==> src/rtl/scu_dsp_dma_responder.sv <==
// scu_dsp_dma_responder: SCU-side responder for DSP DMA; one memory access per DSP request.
// Define SCU_DSP_DMA_TIMEOUT_EN to abort a stalled bus access after TIMEOUT CE cycles and flag ERR.
module scu_dsp_dma_responder #(
  parameter int AW = 25,
  parameter int TIMEOUT = 255
) (
  input  logic          CLK,
  input  logic          RST,
  input  logic          CE,
  input  logic [31:0]   DSP_DSO,
  input  logic          DSP_RA0W,
  input  logic          DSP_WA0W,
  input  logic          DSP_DMA_REQ,
  input  logic          DSP_DMA_WE,
  input  logic [31:0]   DSP_DMA_DO,
  input  logic          DSP_DMA_RUN,
  input  logic          DSP_DMA_LAST,
  output logic          DSP_DMA_ACK,
  output logic [31:0]   DSP_DMA_DI,
  output logic          DSP_DMA_END,
  output logic [AW+1:0] MEM_A,
  output logic [31:0]   MEM_DO,
  output logic          MEM_RD,
  output logic          MEM_WR,
  input  logic [31:0]   MEM_DI,
  input  logic          MEM_ACK,
  output logic          ERR
);
  typedef enum logic [1:0] {IDLE, BUS, ACK, ENDS} state_t;
  state_t state;
  logic [AW-1:0] ra0, wa0;
  logic [31:0] wdata;
  logic pend, dir, lastl, abt, inc, tmo, unused_ok;
  assign inc = state == BUS && MEM_ACK;
  assign unused_ok = &{1'b0, DSP_DSO, TIMEOUT[0]};
  always_ff @(posedge CLK) begin
    if (RST) begin
      state <= IDLE;
      ra0 <= '0;
      wa0 <= '0;
      wdata <= '0;
      pend <= 1'b0;
      dir <= 1'b0;
      lastl <= 1'b0;
      abt <= 1'b0;
      MEM_A <= '0;
      MEM_DO <= '0;
      MEM_RD <= 1'b0;
      MEM_WR <= 1'b0;
      DSP_DMA_ACK <= 1'b0;
      DSP_DMA_DI <= '0;
      DSP_DMA_END <= 1'b0;
    end else if (CE) begin
      ra0 <= DSP_RA0W ? DSP_DSO[AW-1:0] : inc && !dir ? ra0 + AW'(1) : ra0;
      wa0 <= DSP_WA0W ? DSP_DSO[AW-1:0] : inc && dir ? wa0 + AW'(1) : wa0;
      DSP_DMA_ACK <= 1'b0;
      DSP_DMA_END <= 1'b0;
      if (DSP_DMA_REQ && !pend && state == IDLE) begin
        pend <= 1'b1;
        dir <= DSP_DMA_WE;
        lastl <= DSP_DMA_LAST;
        wdata <= DSP_DMA_DO;
      end
      // a RUN drop anywhere in the transfer suppresses the DSP handshake, even if RUN returns
      if (state != IDLE && !DSP_DMA_RUN) abt <= 1'b1;
      case (state)
        IDLE: begin
          abt <= 1'b0;
          if (pend) begin
            state <= BUS;
            pend <= 1'b0;
            MEM_A <= {dir ? wa0 : ra0, 2'b00};
            MEM_DO <= wdata;
            MEM_RD <= !dir;
            MEM_WR <= dir;
          end
        end
        BUS: begin
          if (MEM_ACK || tmo) begin
            MEM_RD <= 1'b0;
            MEM_WR <= 1'b0;
            DSP_DMA_DI <= !MEM_ACK ? '0 : dir ? DSP_DMA_DI : MEM_DI;
            if (abt || !DSP_DMA_RUN) begin
              state <= IDLE;
              pend <= 1'b0;
            end else begin
              state <= ACK;
              DSP_DMA_ACK <= 1'b1;
            end
          end
        end
        ACK: begin
          state <= lastl && DSP_DMA_RUN && !abt ? ENDS : IDLE;
          DSP_DMA_END <= lastl && DSP_DMA_RUN && !abt;
        end
        default: state <= IDLE;
      endcase
    end
  end
`ifdef SCU_DSP_DMA_TIMEOUT_EN
  localparam int CW = $clog2(TIMEOUT + 1);
  logic [CW-1:0] cnt;
  assign tmo = state == BUS && !MEM_ACK && cnt == CW'(TIMEOUT - 1);
  always_ff @(posedge CLK) begin
    if (RST) begin
      cnt <= '0;
      ERR <= 1'b0;
    end else if (CE) begin
      cnt <= state == BUS ? cnt + CW'(1) : '0;
      if (tmo) ERR <= 1'b1;
    end
  end
`else
  assign tmo = 1'b0;
  assign ERR = 1'b0;
`endif
endmodule

==> config.mk <==
export PLATFORM = sky130hd
export DESIGN_NAME = scu_dsp_dma_responder
export DESIGN_NICKNAME = d
export VERILOG_FILES = /design/src/rtl/scu_dsp_dma_responder.sv
export SDC_FILE = /design/constraint.sdc
export NUM_CORES = 1
export LEC_CHECK = 0
export CAP_MARGIN = 5
export CORE_AREA = 8 8 138 140
export CTS_CLUSTER_DIAMETER = 150
export DETAILED_ROUTE_END_ITERATION = 7
export DIE_AREA = 0 0 146 148
export PLACE_DENSITY = 0.89
export REMOVE_ABC_BUFFERS = 1
export SLEW_MARGIN = 20
export SYNTH_ARGS = -nofsm -noshare
export SYNTH_HDL_FRONTEND = slang
export SYNTH_SLANG_ARGS = --single-unit
==> constraint.sdc <==
create_clock -name CLK -period 2.7 [get_ports CLK]
set_input_delay 0.27 -clock CLK [delete_from_list [all_inputs] [get_ports CLK]]
set_output_delay 0.27 -clock CLK [all_outputs]
set_load 0.02 [all_outputs]
Word-level counts from Yosys, hierarchy flattened

Cells that the tools add are included.

Output and inout port bits: 96
Register bits: 181
Bits of input ports: 106
Word-level logic and storage cells: 75

Equal/unequal tests: 4
Multiplexer cells: 26
Bitwise gates (word level): 1
Add/subtract/negate cells: 2
Reduce and logical (&&, ||, !) cells: 27

Operators with widths:

| cell                                                            | number |
|---|---|
| 25-bit 2-to-1 mux                                               | 5 |
| 25-bit by 1-bit adder with 25-bit output, second input constant | 2 |
| 1-bit 2-to-1 mux                                                | 13 |
| 2-bit nonzero test                                              | 5 |
| 1-bit logical AND                                               | 8 |
| 2-bit 2-to-1 mux                                                | 4 |
| 2-bit AND reduction                                             | 4 |
| 4-bit AND reduction                                             | 2 |
| 1-bit one-hot mux with 2 select lines                           | 3 |
| 2-bit one-hot mux with 3 select lines                           | 1 |
| 3-bit AND reduction                                             | 2 |
| 1-bit zero test                                                 | 4 |
| 2-bit inequality test, second input constant                    | 2 |
| 2-bit by 1-bit == test with 1-bit output, second input constant | 1 |
| 2-bit == test, second input constant                            | 1 |
| 2-bit zero test                                                 | 1 |
| 1-bit logical OR                                                | 1 |
| 1-bit inverter                                                  | 1 |

Logic depth before layout (Yosys ltp)

Word-level depth: 7
Gate-level depth with buffers: 8
Gate-level depth less buffers: 6

Worst setup path before layout

OpenSTA, ideal clock, no wires.

Path kind: register to register
Start: reg wa0[3]
End: reg wa0[19]
Setup time: 122 ps
Path buffers: 2
Required time: 2578 ps
Cell stages (with the launch flop): 7
Arrival: 1874 ps
Period minus slack after synthesis: 1996 ps
Path slack: 704 ps
Path through: dfxtp_1 > clkbuf_2 > nand4_2 > or4_1 > buf_2 > or3_1 > a311o_1

Cells in the longest elaborated chain, start to end: 3

Ends and longest elaborated chain:

| what                                     | line | text |
|---|---|---|
| start: declaration                       | 31   | `logic [AW-1:0] ra0, wa0;` |
| start signal: assignment                 | 55   | `wa0 <= DSP_WA0W ? DSP_DSO[AW-1:0] : inc && dir ? wa0 + AW'(1) : wa0;` |
| 25-bit by 1-bit adder with 25-bit output | 55   |  |
| 25-bit 2-to-1 mux (2 in a row)           | 55   |  |

No other way between the ends. The select of a mux whose other input is x is not followed.
A chain may end at the register's enable or synchronous reset.

Worst setup path in the final report

Start: reg wa0[0]
End: reg wa0[24]

The elaborated chain is that of the path after synthesis.

==> impl_metrics.env <==
export IMPL_outcome="complete, no violations"
export IMPL_critPathCaptureType="flop"
export IMPL_p_per_area_nw_per_um2=564.3
export IMPL_rsz0062_at_grt="no"
export IMPL_synth_edf_count=0
export IMPL_htreeDepth=4
export IMPL_holdWs_ns=0.1902
export IMPL_die_area_um2=21610
export IMPL_ir_worst_vdd_mv=0.5026
export IMPL_netlist_area_um2=8065
export IMPL_first_iter_violations=940
export IMPL_cts_sinks=181
export IMPL_dp_slack_ns=0.2248
export IMPL_cp_start_kind="flop"
export IMPL_finClkSkew_ns=0.01155
export IMPL_postLayoutCoreUtil_pct=63.53
export IMPL_power_leakage_nw=3.585
export IMPL_synthFlopType="dfxtp_1"
export IMPL_worstSetupPathType="flop to flop"
export IMPL_coreArea_um2=16940
export IMPL_max_freq_ghz=0.4289
export IMPL_start_util_pct=47.62
export IMPL_firstDrtPassIters=7
export IMPL_async_reset_ff_share_pct=0
export IMPL_layout_drive_gt1_share_pct=5.385
export IMPL_intPower_w=0.004352
export IMPL_die_h_um=148
export IMPL_vias=8253
export IMPL_grt_max_degree=61
export IMPL_ys_seq_elements=181
export IMPL_power_frac_comb_pct=11.2
export IMPL_p_seq_share_pct=47.2
export IMPL_synthSimpleGateAreaFrac_pct=25.38
export IMPL_tightest_slew_ns=0.8219
export IMPL_min_path_type="input port to flop"
export IMPL_synth_top_area_cell="dfxtp_1"
export IMPL_cts_tree="yes"
export IMPL_hold_violations=0
export IMPL_p_switching_w=0.001720
export IMPL_ctsHoldBuffers=0
export IMPL_place_area_um2=10130
export IMPL_min_period_ns=2.332
export IMPL_cts_setup_buffers=0
export IMPL_fillCellCount=1388
export IMPL_nets=1302
export IMPL_num_antenna_cells=0
export IMPL_slew_headroom_pct=44.84
export IMPL_dp_hpwl_mm=17.94
export IMPL_synthCells=1046
export IMPL_io_pins=202
export IMPL_die_w_um=146
export IMPL_clkTransAtPathRegs_ns=0.08
export IMPL_setup_ws_ns=0.3682
export IMPL_synth_compound_area_share_pct=20.77
export IMPL_clk_latency_ns=0.44
export IMPL_maxCapViolCount=0
export IMPL_post_cts_resized=0
export IMPL_grt_usage_pct=22.95
export IMPL_worstPathArrival_ns=2.65
export IMPL_clkPwrFrac_pct=41.6
export IMPL_detail_route_antenna_nets=0
export IMPL_root_buffer="clkbuf_16"
export IMPL_grt_pass1_wl_mm=40.50
export IMPL_portBuffers=191
export IMPL_synth_fa_ha_area_share_pct=0.3103
export IMPL_wl_mm=25.27
export IMPL_ys_seq_area_share_pct=44.93
export IMPL_finalSetupViolCount=0
export IMPL_grt_pass1_vias=7769
export IMPL_routed_via_density=5.763
export IMPL_stdcell_area_um2=10760
export IMPL_clk_path_buf_depth=2
export IMPL_rows=48
export IMPL_wl_per_cell_um=17.65
export IMPL_drc_errors=0
export IMPL_synth_area_leaders="dfxtp_1 (45%), nand2_1 (12%), a21oi_1 (8.8%)"
export IMPL_tns_ns=0
export IMPL_synth_top_family_by_area="simple AND/OR/NAND/NOR gates"
export IMPL_period_share_pct=86.36
export IMPL_synth_distinct_cells=62
export IMPL_crit_required_ns=3.02
export IMPL_syn_avg_cell_area_um2=7.711
export IMPL_place_congestion=0.9230
export IMPL_synth_xor_area_share_pct=0
export IMPL_worst_r2r_setup_slack_ns=0.37
export IMPL_numCtsBuffers=17
export IMPL_drv_slew=0
export IMPL_yosysWarnings=0
export IMPL_antenna_found_initial=0
export IMPL_netlist_area_leader_share_pct=44.93
export IMPL_power_share_switching_pct=28.32
export IMPL_syn_to_final_growth_pct=33.40
export IMPL_crit_fanout=6
export IMPL_yosys_mux_area_fraction_pct=3.987
export IMPL_grt_overflow_total=0
-- area by class of cell --
class	instances	area (um2)	share of cell area [%]
multi-input cells	774	4095	38.06
inverters	7	26.28	0.2442
clock inverters	15	201.4	1.872
flip-flops and latches	181	3623	33.68
clock buffers	17	425.4	3.954
well taps	225	281.5	2.617
repair buffers	213	2106	19.57
-- synthesized netlist by cell type (3+ instances only) --
| cell type | count |
|---|---|
| nand2_1 | 250 |
| a21oi_1 | 142 |
| inv_1 | 6 |
| o21ai_0 | 37 |
| o22ai_1 | 4 |
| or4_1 | 5 |
| dfxtp_1 | 181 |
| nand4_1 | 14 |
| and3_1 | 16 |
| and4_1 | 3 |
| nor3_1 | 16 |
| clkbuf_1 | 71 |
| o21bai_1 | 3 |
| o41ai_1 | 3 |
| nand3b_1 | 3 |
| o21a_1 | 3 |
| and2_1 | 6 |
| mux2i_1 | 31 |
| nand3_1 | 28 |
| o31ai_1 | 8 |
| nor2_1 | 81 |
| o32ai_1 | 3 |
| a22o_1 | 7 |
| nand2b_1 | 4 |
| a311o_1 | 3 |
| nor4_1 | 17 |
| a31oi_1 | 5 |
| a211oi_1 | 29 |
| buf_4 | 3 |
| or3_1 | 3 |
| a22oi_1 | 9 |
| buf_1 | 5 |
| nor2b_1 | 3 |
| a32o_1 | 3 |
| buf_2 | 6 |
| o211ai_1 | 4 |
-- power groups by stage --
stage	Clock (W)	Sequential, W	Combinational [W]
after floorplan	0	0.00294	0.000261
after global placement	0	0.00292	0.000661
after detailed placement	0	0.00292	0.000677
after CTS	0.00256	0.00286	0.000681
after global routing	0.00269	0.00288	0.000743
final	0.00252	0.00286	0.000682
-- layout by cell type (no fill, tap or decap), types with 16 or more instances in the layout --
cell type	Yosys	final
nand2_1	250	250
clkdlybuf4s50_1	0	188
dfxtp_1	181	181
a21oi_1	142	142
nor2_1	81	81
o21ai_0	37	36
mux2i_1	31	31
a211oi_1	29	29
nand3_1	28	28
buf_4	3	19
nor4_1	17	17
clkbuf_16	0	17
and3_1	16	16
-- through the flow --
stage | total power (W) | instances
3_3_place_gp | 0.003577 | 1400
6_report | 0.006071 | 1432
4_1_cts | 0.006103 | 1432
2_1_floorplan | 0.003197 | 962
5_1_grt | 0.006314 | 1432
3_5_place_dp | 0.003598 | 1400
-- path summary, 6_finish.rpt --
check / startpoint / endpoint / cells past startpoint
max reg2reg: wa0[0] / wa0[24] / 6
min reg2reg: wdata[26] / MEM_DO[26] / 2
max: wa0[0] / wa0[24] / 6
min: RST / state[0] / 2
-- registers in the layout (all words and copies together) (netlist names) --
signal       flops
dir              1
state            2
DSP_DMA_DI      32
MEM_RD           1
wdata           32
MEM_A           25
DSP_DMA_ACK      1
lastl            1
wa0             25
MEM_DO          32
ra0             25
MEM_WR           1
pend             1
abt              1
DSP_DMA_END      1
-- worst max-delay path: stages, from the launching register on --
cell and delay, ns:
dfxtp_1 0.45, ha_1 0.26, nand3_1 0.23, nor4_1 0.68, nand4_1 0.21, mux2i_1 0.26
o21ai_0 0.12
-- cell families (layout without fill, tap and decap cells) --
family | after synthesis | in the layout
muxes | 32 | 32
and+or+nand+nor | 459 | 459
AOI/OAI and AO/OA | 278 | 278
buffers and inverters | 93 | 252
DFF | 181 | 181
adders and majority gates | 2 | 2
other | 1 | 3
-- routing by layer --
| layer | track usage, % | routed length, um |
|---|---|---|
| met4 | 7.831 | 459 |
| met3 | 6.328 | 2426 |
| met2 | 38.00 | 11960 |
| met1 | 28.28 | 10430 |
| met5 | 0 | 0 |
(Power assumes the default switching activity.)
